--- src/rtl/data_bus_pkg.sv ---
`default_nettype none
// +------------------------------------------------------------------+
// | data_bus_pkg                                                     |
// | Shared types and constants for the internal data-bus arbiter.    |
// | Revision 1.0                                                     |
// +------------------------------------------------------------------+
package data_bus_pkg;

  typedef enum logic [1:0] {
    IDLE = 2'd0,
    OWN  = 2'd1,
    TURN = 2'd2
  } state_t;

  localparam logic MODE_DIRECT = 1'b0;
  localparam logic MODE_ARB    = 1'b1;

  // Ceiling log2, never below 1 so a 1-wide index is always legal.
  function automatic int clog2(input int value);
    int r;
    r = 0;
    for (int v = value - 1; v > 0; v = v >> 1) begin
      r++;
    end
    return (r < 1) ? 1 : r;
  endfunction

endpackage
`default_nettype wire

--- src/rtl/rr_pick.sv ---
`default_nettype none
// +------------------------------------------------------------------+
// | rr_pick                                                          |
// | Round-robin winner: first set request above ptr, wrapping.       |
// | Revision 1.0                                                     |
// +------------------------------------------------------------------+
module rr_pick #(
  parameter int NUM_SRC = 6,
  parameter int SEL_W   = data_bus_pkg::clog2(NUM_SRC)
) (
  input  logic [NUM_SRC-1:0] req,
  input  logic [SEL_W-1:0]   ptr,
  output logic [SEL_W-1:0]   winner,
  output logic               any
);

  // The pointer itself is scanned last, so the previous owner only wins alone.
  always_comb begin
    winner = '0;
    any    = 1'b0;
    for (int k = 1; k <= NUM_SRC; k++) begin
      if (!any && req[(int'(ptr) + k) % NUM_SRC]) begin
        winner = SEL_W'((int'(ptr) + k) % NUM_SRC);
        any    = 1'b1;
      end
    end
  end

endmodule
`default_nettype wire

--- src/rtl/data_bus_arbiter.sv ---
`default_nettype none
// +------------------------------------------------------------------+
// | data_bus_arbiter                                                 |
// | Registered data-bus source selector: direct or round-robin mode. |
// | Revision 1.0                                                     |
// +------------------------------------------------------------------+
module data_bus_arbiter
  import data_bus_pkg::*;
#(
  parameter int WIDTH     = 8,
  parameter int NUM_SRC   = 6,
  parameter int SEL_W     = clog2(NUM_SRC),
  parameter int MAX_BURST = 4
) (
  input  logic                     clk,
  input  logic                     rst_n,
  input  logic                     mode,
  input  logic [SEL_W-1:0]         select_data,
  input  logic                     bus_hold,
  input  logic [NUM_SRC*WIDTH-1:0] src_data,
  input  logic [NUM_SRC-1:0]       src_req,
  output logic [NUM_SRC-1:0]       src_gnt,
  output logic [WIDTH-1:0]         out_data_bus,
  output logic                     out_valid,
  output logic [SEL_W-1:0]         out_src
);

  localparam int               CNT_W     = clog2(MAX_BURST + 1);
  localparam logic [CNT_W-1:0] LAST_BEAT = CNT_W'(MAX_BURST - 1);

  state_t             state_q, state_d;
  logic [SEL_W-1:0]   owner_q, owner_d;
  logic [SEL_W-1:0]   ptr_q, ptr_d;
  logic [CNT_W-1:0]   cnt_q, cnt_d;
  logic [WIDTH-1:0]   data_d;
  logic               valid_d;
  logic [SEL_W-1:0]   src_d;

  logic [WIDTH-1:0]   src_arr [NUM_SRC];
  logic [WIDTH-1:0]   sel_val;
  logic [WIDTH-1:0]   owner_val;
  logic [NUM_SRC-1:0] owner_onehot;
  logic               sel_ok;
  logic               owner_req;
  logic               others_req;
  logic [SEL_W-1:0]   pick;
  logic               pick_any;

  for (genvar i = 0; i < NUM_SRC; i++) begin : g_src
    assign src_arr[i] = src_data[i*WIDTH +: WIDTH];
  end

  rr_pick #(
    .NUM_SRC (NUM_SRC),
    .SEL_W   (SEL_W)
  ) u_rr_pick (
    .req    (src_req),
    .ptr    (ptr_q),
    .winner (pick),
    .any    (pick_any)
  );

  always_comb begin
    sel_val      = '0;
    owner_val    = '0;
    owner_onehot = '0;
    for (int i = 0; i < NUM_SRC; i++) begin
      if (select_data == SEL_W'(i)) sel_val = src_arr[i];
      if (owner_q == SEL_W'(i)) begin
        owner_val       = src_arr[i];
        owner_onehot[i] = 1'b1;
      end
    end
  end

  assign sel_ok     = (int'(select_data) < NUM_SRC);
  assign owner_req  = |(src_req & owner_onehot);
  assign others_req = |(src_req & ~owner_onehot);

  // Grant comes from registered state only, never from src_req.
  assign src_gnt = (state_q == OWN) ? owner_onehot : '0;

  always_comb begin
    state_d = state_q;
    owner_d = owner_q;
    ptr_d   = ptr_q;
    cnt_d   = cnt_q;
    data_d  = out_data_bus;
    valid_d = 1'b0;
    src_d   = out_src;

    if (bus_hold) begin
      valid_d = 1'b0;
    end else if (mode == MODE_DIRECT) begin
      state_d = IDLE;
      cnt_d   = '0;
      src_d   = select_data;
      if (sel_ok) begin
        data_d  = sel_val;
        valid_d = 1'b1;
      end else begin
        data_d  = '0;
      end
    end else begin
      case (state_q)
        IDLE, TURN: begin
          if (pick_any) begin
            state_d = OWN;
            owner_d = pick;
            ptr_d   = pick;
            cnt_d   = '0;
          end else begin
            state_d = IDLE;
          end
        end
        OWN: begin
          if (owner_req) begin
            data_d  = owner_val;
            src_d   = owner_q;
            valid_d = 1'b1;
            if (cnt_q == LAST_BEAT) begin
              cnt_d = '0;
              if (others_req) state_d = TURN;
            end else begin
              cnt_d = cnt_q + 1'b1;
            end
          end else begin
            cnt_d   = '0;
            state_d = others_req ? TURN : IDLE;
          end
        end
        default: state_d = IDLE;
      endcase
    end
  end

  always_ff @(posedge clk or negedge rst_n) begin
    if (!rst_n) begin
      state_q      <= IDLE;
      owner_q      <= '0;
      ptr_q        <= SEL_W'(NUM_SRC - 1);
      cnt_q        <= '0;
      out_data_bus <= '0;
      out_valid    <= 1'b0;
      out_src      <= '0;
    end else begin
      state_q      <= state_d;
      owner_q      <= owner_d;
      ptr_q        <= ptr_d;
      cnt_q        <= cnt_d;
      out_data_bus <= data_d;
      out_valid    <= valid_d;
      out_src      <= src_d;
    end
  end

endmodule
`default_nettype wire
--- config.mk ---
export PLATFORM = sky130hd
export DESIGN_NAME = data_bus_arbiter
export DESIGN_NICKNAME = d
export VERILOG_FILES = /design/src/rtl/data_bus_pkg.sv /design/src/rtl/rr_pick.sv /design/src/rtl/data_bus_arbiter.sv
export SDC_FILE = /design/constraint.sdc
export NUM_CORES = 1
export LEC_CHECK = 0
export CAP_MARGIN = 15
export CELL_PAD_IN_SITES_DETAIL_PLACEMENT = 0
export CELL_PAD_IN_SITES_GLOBAL_PLACEMENT = 1
export CORE_ASPECT_RATIO = 1.4
export CORE_MARGIN = 4
export CORE_UTILIZATION = 37
export CTS_CLUSTER_DIAMETER = 60
export DETAILED_ROUTE_END_ITERATION = 7
export PLACE_DENSITY = 0.78
export SKIP_CTS_REPAIR_TIMING = 1
export SLEW_MARGIN = 10
export SYNTH_ARGS = -nofsm -noshare
export SYNTH_HDL_FRONTEND = slang
export SYNTH_SLANG_ARGS = --single-unit
--- constraint.sdc ---
create_clock -name clk -period 4.84 [get_ports clk]
set_clock_uncertainty 0.1 [all_clocks]
set_input_delay 1.452 -clock clk [delete_from_list [all_inputs] [get_ports clk]]
set_output_delay 1.452 -clock clk [all_outputs]
set_load 0.02 [all_outputs]
==> results of run 1 <==
-- state kept, by name (all words and copies together) (netlist names) --
name          cells
out_data_bus      8
out_valid         1
cnt_q             3
out_src           3
state_q           2
owner_q           3
ptr_q             2
-- Yosys cell counts (3+ instances only) --
library cell  instances
a211oi_2              3
a21oi_1              18
a221o_1               3
a222oi_1              5
a31oi_1               3
buf_1                 5
buf_6                 3
clkbuf_1             13
dfrtp_1              20
ha_1                 11
inv_1                18
mux2_2               14
mux2_4                3
mux2i_1              26
mux4_2                8
nand2_1              25
nand2b_1              7
nand3_1               6
nor2_1               16
nor2b_1               5
nor3_1                7
nor4_1                5
o21a_1                7
o21ai_0              26
o221ai_1             13
o31a_1                5
or3_1                 4
-- area by class of cell --
class	instances	share of cell area, %
multi-input combinational	274	57.42
timing repair buffer	85	21.40
sequential	22	14.20
tap	100	3.213
inverter	20	1.928
clock buffer	3	1.060
clock inverter	1	0.7712
-- metal layers --
| layer | wire [µm] | global-route usage (%) |
|---|---|---|
| met1 | 3881 | 23.81 |
| met2 | 4705 | 34.68 |
| met3 | 639 | 4.176 |
| met4 | 155 | 4.828 |
| met5 | 0 | 0 |
-- logic make-up after synthesis --
group	Yosys count	share of synthesized area (%)
compound gates	114	28.81
xor+xnor	3	2.145
fa+ha+maj	12	4.962
buf+inv	43	6.265
flops	22	18.59
mux	52	21.99
simple gates	93	17.24
-- path summary, 6_finish.rpt --
check,start,endpoint,slack [ns],cells past startpoint
max in group asynchronous,rst_n,out_data_bus[3]$_DFFE_PN0P_,2.38,1
hold / removal,out_data_bus[0]$_DFFE_PN0P_,out_data_bus[0]$_DFFE_PN0P_,0.40,1
setup / recovery,ptr_q[2]$_DFFE_PN1P_,owner_q[2]$_DFFE_PN0P_,0.87,12
setup reg to reg,ptr_q[2]$_DFFE_PN1P_,owner_q[2]$_DFFE_PN0P_,0.87,12
min in group asynchronous,rst_n,out_data_bus[5]$_DFFE_PN0P_,1.63,1
hold reg to reg,out_data_bus[0]$_DFFE_PN0P_,out_data_bus[0]$_DFFE_PN0P_,0.40,1
-- report_power, final --
group          internal, mW  switching [mW]  total [mW]  leakage, nW
Combinational         0.737           0.942        1.68         1.21
Sequential            0.258           0.103       0.361        0.266
Clock                 0.111          0.0634       0.174       0.0357
==> results.py, run 1 <==
metrics = {
    "pwr": {
        "max-vdd-ir-drop_v": 0.0002428,
        "p_leak_nw": 1.509,
        "totalPowerFinal_mw": 2.214,
        "power_density_nw_per_um2": 568.6,
    },
    "setup_path": {
        "cp-start-kind": "register",
        "crit_required_ns": 4.92,
        "cp_top_family": "compound AO/OA/AOI/OAI gates",
        "cp.arrival_ns": 4.05,
        "critPathMaxFanout": 12,
        "worst-path-buf-inv": 1,
        "slowest_stage": "dfstp_2",
        "critPathMaxStageDelay_ns": 0.77,
        "crit_chain": "inv_1, ha_1, a21o_1, ha_1, nor2b_1, a21oi_1, a211oi_2, mux2i_1, o21bai_1, o311ai_4, a211oi_2, nor3_1",
        "end_kind": "register",
        "path_class": "reg -> reg",
    },
    "global_route": {
        "grt_pass1_wl_mm": 15.26,
        "grt_usage_pct": 19.44,
        "antenna_found_initial": 0,
        "gr-total-overflow": 0,
        "grt_pass1_vias": 3042,
        "grt_max_degree": 23,
    },
    "place": {
        "post-place-ws_ns": 0.6312,
        "hpwlAfterDp_mm": 7.501,
        "dpl_cell_area_um2": 3822,
        "portBuffers": 78,
        "globalplace.congestion": 0.8640,
        "dp_cells": 501,
    },
    "drt": {
        "wl_mm": 9.381,
        "wl_per_cell_um": 18.58,
        "drt_first_iter_violations": 249,
        "first_pass_iters": 5,
        "vias": 3029,
        "final_antenna_net_count": 0,
        "drc": 0,
        "via_per_inst": 5.998,
    },
    "yosys": {
        "avgSynthCellArea_um2": 8.777,
        "synthArstFlopShare_pct": 100.0,
        "yosys.area.top_type": "dfrtp_1",
        "ys_types": 72,
        "netlist_area_um2": 2975,
        "synth-edff-count": 0,
        "yosys_warnings": 0,
        "yosys.area.top_type_share_pct": 16.82,
        "synth_ff_type": "dfrtp_1",
        "synth_area_leaders": "dfrtp_1 (17%), mux2i_1 (8.7%), mux4_2 (6.1%), mux2_2 (5.3%), ha_1 (4.6%)",
        "seq_area_frac_synth_pct": 18.59,
        "ys_seq_elements": 22,
        "synthCells": 339,
        "synth_nets": 411,
    },
    "floorplan": {
        "coreArea_um2": 7797,
        "ios": 79,
        "rows": 38,
        "fp.dieW_um": 83.79,
        "die_y_um": 114.1,
        "initial_utilization_pct": 38.16,
        "dieArea_um2": 9561,
    },
    "flow_run": {
        "cap_violations": 0,
    },
    "sta": {
        "period_minus_slack_ns": 3.973,
        "worst_pin_slew_ns": 1.024,
        "worst_hold_slack_ns": 0.4007,
        "rsz0062_at_grt": "no",
        "fin_crit_sh_pct": 82.08,
        "final-hold-violation-count": 0,
        "max_freq_mhz": 251.7,
        "setup_viol": 0,
        "relSlewSlack_pct": 31.53,
        "finalWorstSetupSlack_ns": 0.8672,
        "fin_tns_setup_ns": 0,
        "slew_viol_final": 0,
    },
    "final_layout": {
        "fin_nets": 478,
        "seqCellArea_um2": 553.0,
        "multiInputGateArea_um2": 2236,
        "antenna_cells": 0,
        "fin_cells": 505,
        "fin_util_pct": 49.94,
        "final_area_um2": 3894,
        "syn_to_final_growth_pct": 30.87,
        "layout-drive-gt1-share_pct": 14.07,
        "final_common_cell": "clkdlybuf4s50_1",
        "final_cell_mix": "clkdlybuf4s50_1 (78), mux2i_1 (26), o21ai_0 (26)",
        "nFillCells": 789,
    },
    "clock_network": {
        "htreeDepth": 1,
        "clkSinkCount": 22,
        "clock-root-buffer": "clkbuf_8",
        "clk_path_buf_depth": 2,
        "cts.clk_slew.worst_paths_ns": 0.09,
        "numCtsBuffers": 3,
        "insertion_delay_ns": 0.27,
        "cts_tree": "yes",
    },
    "outcome": {
        "outcome": "completed",
    },
    "worst_hold_path": {
        "hold_class": "reg -> reg",
    },
}
No activity file was read; power rests on OpenSTA's default activity.
==> inputs of run 2 (changes only) <==
==> constraint.sdc (replaced) <==
create_clock -name clk -period 3.7 [get_ports clk]
set_clock_uncertainty 0.1 [all_clocks]
set_input_delay 1.11 -clock clk [delete_from_list [all_inputs] [get_ports clk]]
set_output_delay 1.11 -clock clk [all_outputs]
set_load 0.02 [all_outputs]
==> results.py, run 2 (same netlist as run 1, synthesis figures left out) <==
metrics = {
    "setup_path": {
        "reg2reg_to": "cnt_q[1]$_DFFE_PN0P_",
        "critPathMaxFanout": 7,
        "startpoint": "owner_q[1]$_DFFE_PN0P_",
        "reg2reg_setup_slack_ns": 0.23,
        "r2r-start": "owner_q[1]$_DFFE_PN0P_",
        "path_class": "reg -> reg",
        "cp.arrival_ns": 3.57,
        "crit_required_ns": 3.79,
        "cp-start-kind": "register",
        "end_kind": "register",
        "reg2reg_depth": 13,
    },
    "drt": {
        "first_pass_iters": 5,
        "drc": 0,
        "wl_per_cell_um": 17.96,
        "vias": 3139,
        "drt_first_iter_violations": 143,
        "final_antenna_net_count": 0,
        "wl_mm": 9.519,
        "via_per_inst": 5.923,
    },
    "floorplan": {
        "ios": 79,
        "die_y_um": 114.1,
        "coreArea_um2": 7797,
        "rows": 38,
        "initial_utilization_pct": 38.16,
        "fp.dieW_um": 83.79,
        "dieArea_um2": 9561,
    },
    "global_route": {
        "grt_usage_pct": 19.66,
        "grt_pass1_wl_mm": 15.45,
        "grt_max_degree": 23,
        "grt_pass1_vias": 3239,
        "gr-total-overflow": 0,
        "antenna_found_initial": 0,
    },
    "clock_network": {
        "cts.clk_slew.worst_paths_ns": 0.08,
        "htreeDepth": 1,
        "clock-root-buffer": "clkbuf_8",
        "clk_path_buf_depth": 2,
        "cts_tree": "yes",
        "numCtsBuffers": 3,
        "clkSinkCount": 22,
        "insertion_delay_ns": 0.27,
    },
    "final_layout": {
        "final_common_cell": "clkdlybuf4s50_1",
        "antenna_cells": 0,
        "nFillCells": 750,
        "multiInputGateArea_um2": 2240,
        "final_cell_mix": "clkdlybuf4s50_1 (78), buf_4 (32), mux2i_1 (26)",
        "largest_reg_flops": 8,
        "seqCellArea_um2": 554.3,
        "fin_cells": 530,
        "syn_to_final_growth_pct": 37.34,
        "largest-register": "out_data_bus",
        "layout-drive-gt1-share_pct": 19.53,
        "fin_nets": 503,
    },
    "worst_hold_path": {
        "min-delay-start": "out_data_bus[7]$_DFFE_PN0P_",
        "whs_path_depth": 1,
        "hold_class": "reg -> reg",
        "holdPathEnd": "out_data_bus[7]$_DFFE_PN0P_",
    },
    "sta": {
        "relSlewSlack_pct": 64.16,
        "fin_crit_sh_pct": 93.89,
        "final-hold-violation-count": 0,
        "period_minus_slack_ns": 3.474,
        "setup_viol": 0,
        "slew_viol_final": 0,
        "rsz0062_at_grt": "no",
        "worst_pin_slew_ns": 0.5292,
        "max_freq_mhz": 287.9,
    },
    "outcome": {
        "outcome": "completed",
    },
    "place": {
        "hpwlAfterDp_mm": 7.707,
        "globalplace.congestion": 0.9152,
        "dp_cells": 526,
        "portBuffers": 78,
    },
    "pwr": {
        "power_density_nw_per_um2": 747.7,
        "max-vdd-ir-drop_v": 0.0003413,
        "totalPowerFinal_mw": 3.055,
        "p_leak_nw": 1.634,
    },
    "flow_run": {
        "cap_violations": 0,
    },
}
-- run 2: changes by cell type in the layout (fill, tap and decap cells not counted) --
cell | before | now
o21ai_1 | 1 | 2
buf_4 | 7 | 32
dfrtp_2 | 0 | 1
o21bai_2 | 0 | 1
o21bai_1 | 2 | 1
o21ai_0 | 26 | 25
dfrtp_1 | 20 | 19
-- run 2: worst max path at each step --
stage	to	slack (ns)	cells after the start
after global placement	cnt_q[1]$_DFFE_PN0P_	0.02	10
final	cnt_q[1]$_DFFE_PN0P_	0.23	13
after detailed placement	cnt_q[1]$_DFFE_PN0P_	-0.06	10
after CTS	cnt_q[1]$_DFFE_PN0P_	0.09	13
after global routing	cnt_q[0]$_DFFE_PN0P_	0.02	13
after floorplan	owner_q[2]$_DFFE_PN0P_	0.18	14
-- run 2: where the power goes --
group          internal (mW)  leakage [nW]  total, mW  switching (mW)
Clock                  0.145        0.0357      0.226          0.0813
Sequential             0.338         0.265      0.428          0.0901
Combinational           1.09          1.33       2.40            1.31
Total                   1.57          1.63       3.06            1.48
-- run 2: final cells by class --
cell class / instances / area share [%]
clock buffer: 3 / 1.010
clock inverter: 1 / 0.7348
inverter: 20 / 1.837
multi-input combinational: 274 / 54.81
sequential: 22 / 13.56
tap: 100 / 3.062
timing repair buffer: 110 / 24.98
-- run 2: stage by stage --
step | setup slack [ns] | utilization (%) | setup TNS, ns | hold WS, ns | cell area, µm²
floorplan | 0.1796 | - | 0 | 0.3857 | 2975
global placement | 0.02282 | 51.43 | 0 | 0.3845 | 4010
detailed placement | -0.05930 | 51.43 | -0.2347 | 0.3793 | 4010
CTS | 0.09197 | 52.34 | 0 | 0.4104 | 4081
global route | 0.02284 | 52.41 | 0 | 0.4285 | 4086
finish | 0.2261 | 52.41 | 0 | 0.4022 | 4086
-- run 2: layer usage --
| metal | global-route usage (%) | up-vias | part of all wire [%] |
|---|---|---|---|
| met5 | 0 | - | 0 |
| met4 | 9.764 | 0 | 4.5 |
| met3 | 4.464 | 31 | 7.2 |
| met2 | 36.11 | 132 | 51 |
| met1 | 21.01 | 1477 | 37 |
| li1 | - | 1499 | - |
-- run 2: worst max-delay path: stages, from the launching register on --
cell      delay, ns
dfrtp_2        0.48
inv_1          0.11
ha_1           0.23
a21oi_2        0.21
inv_1          0.12
ha_1           0.20
nor2b_1        0.14
and2_4         0.16
or3_1          0.35
a31oi_1        0.36
o211ai_4       0.16
o41ai_1        0.46
a21oi_1        0.16
o22ai_1        0.14
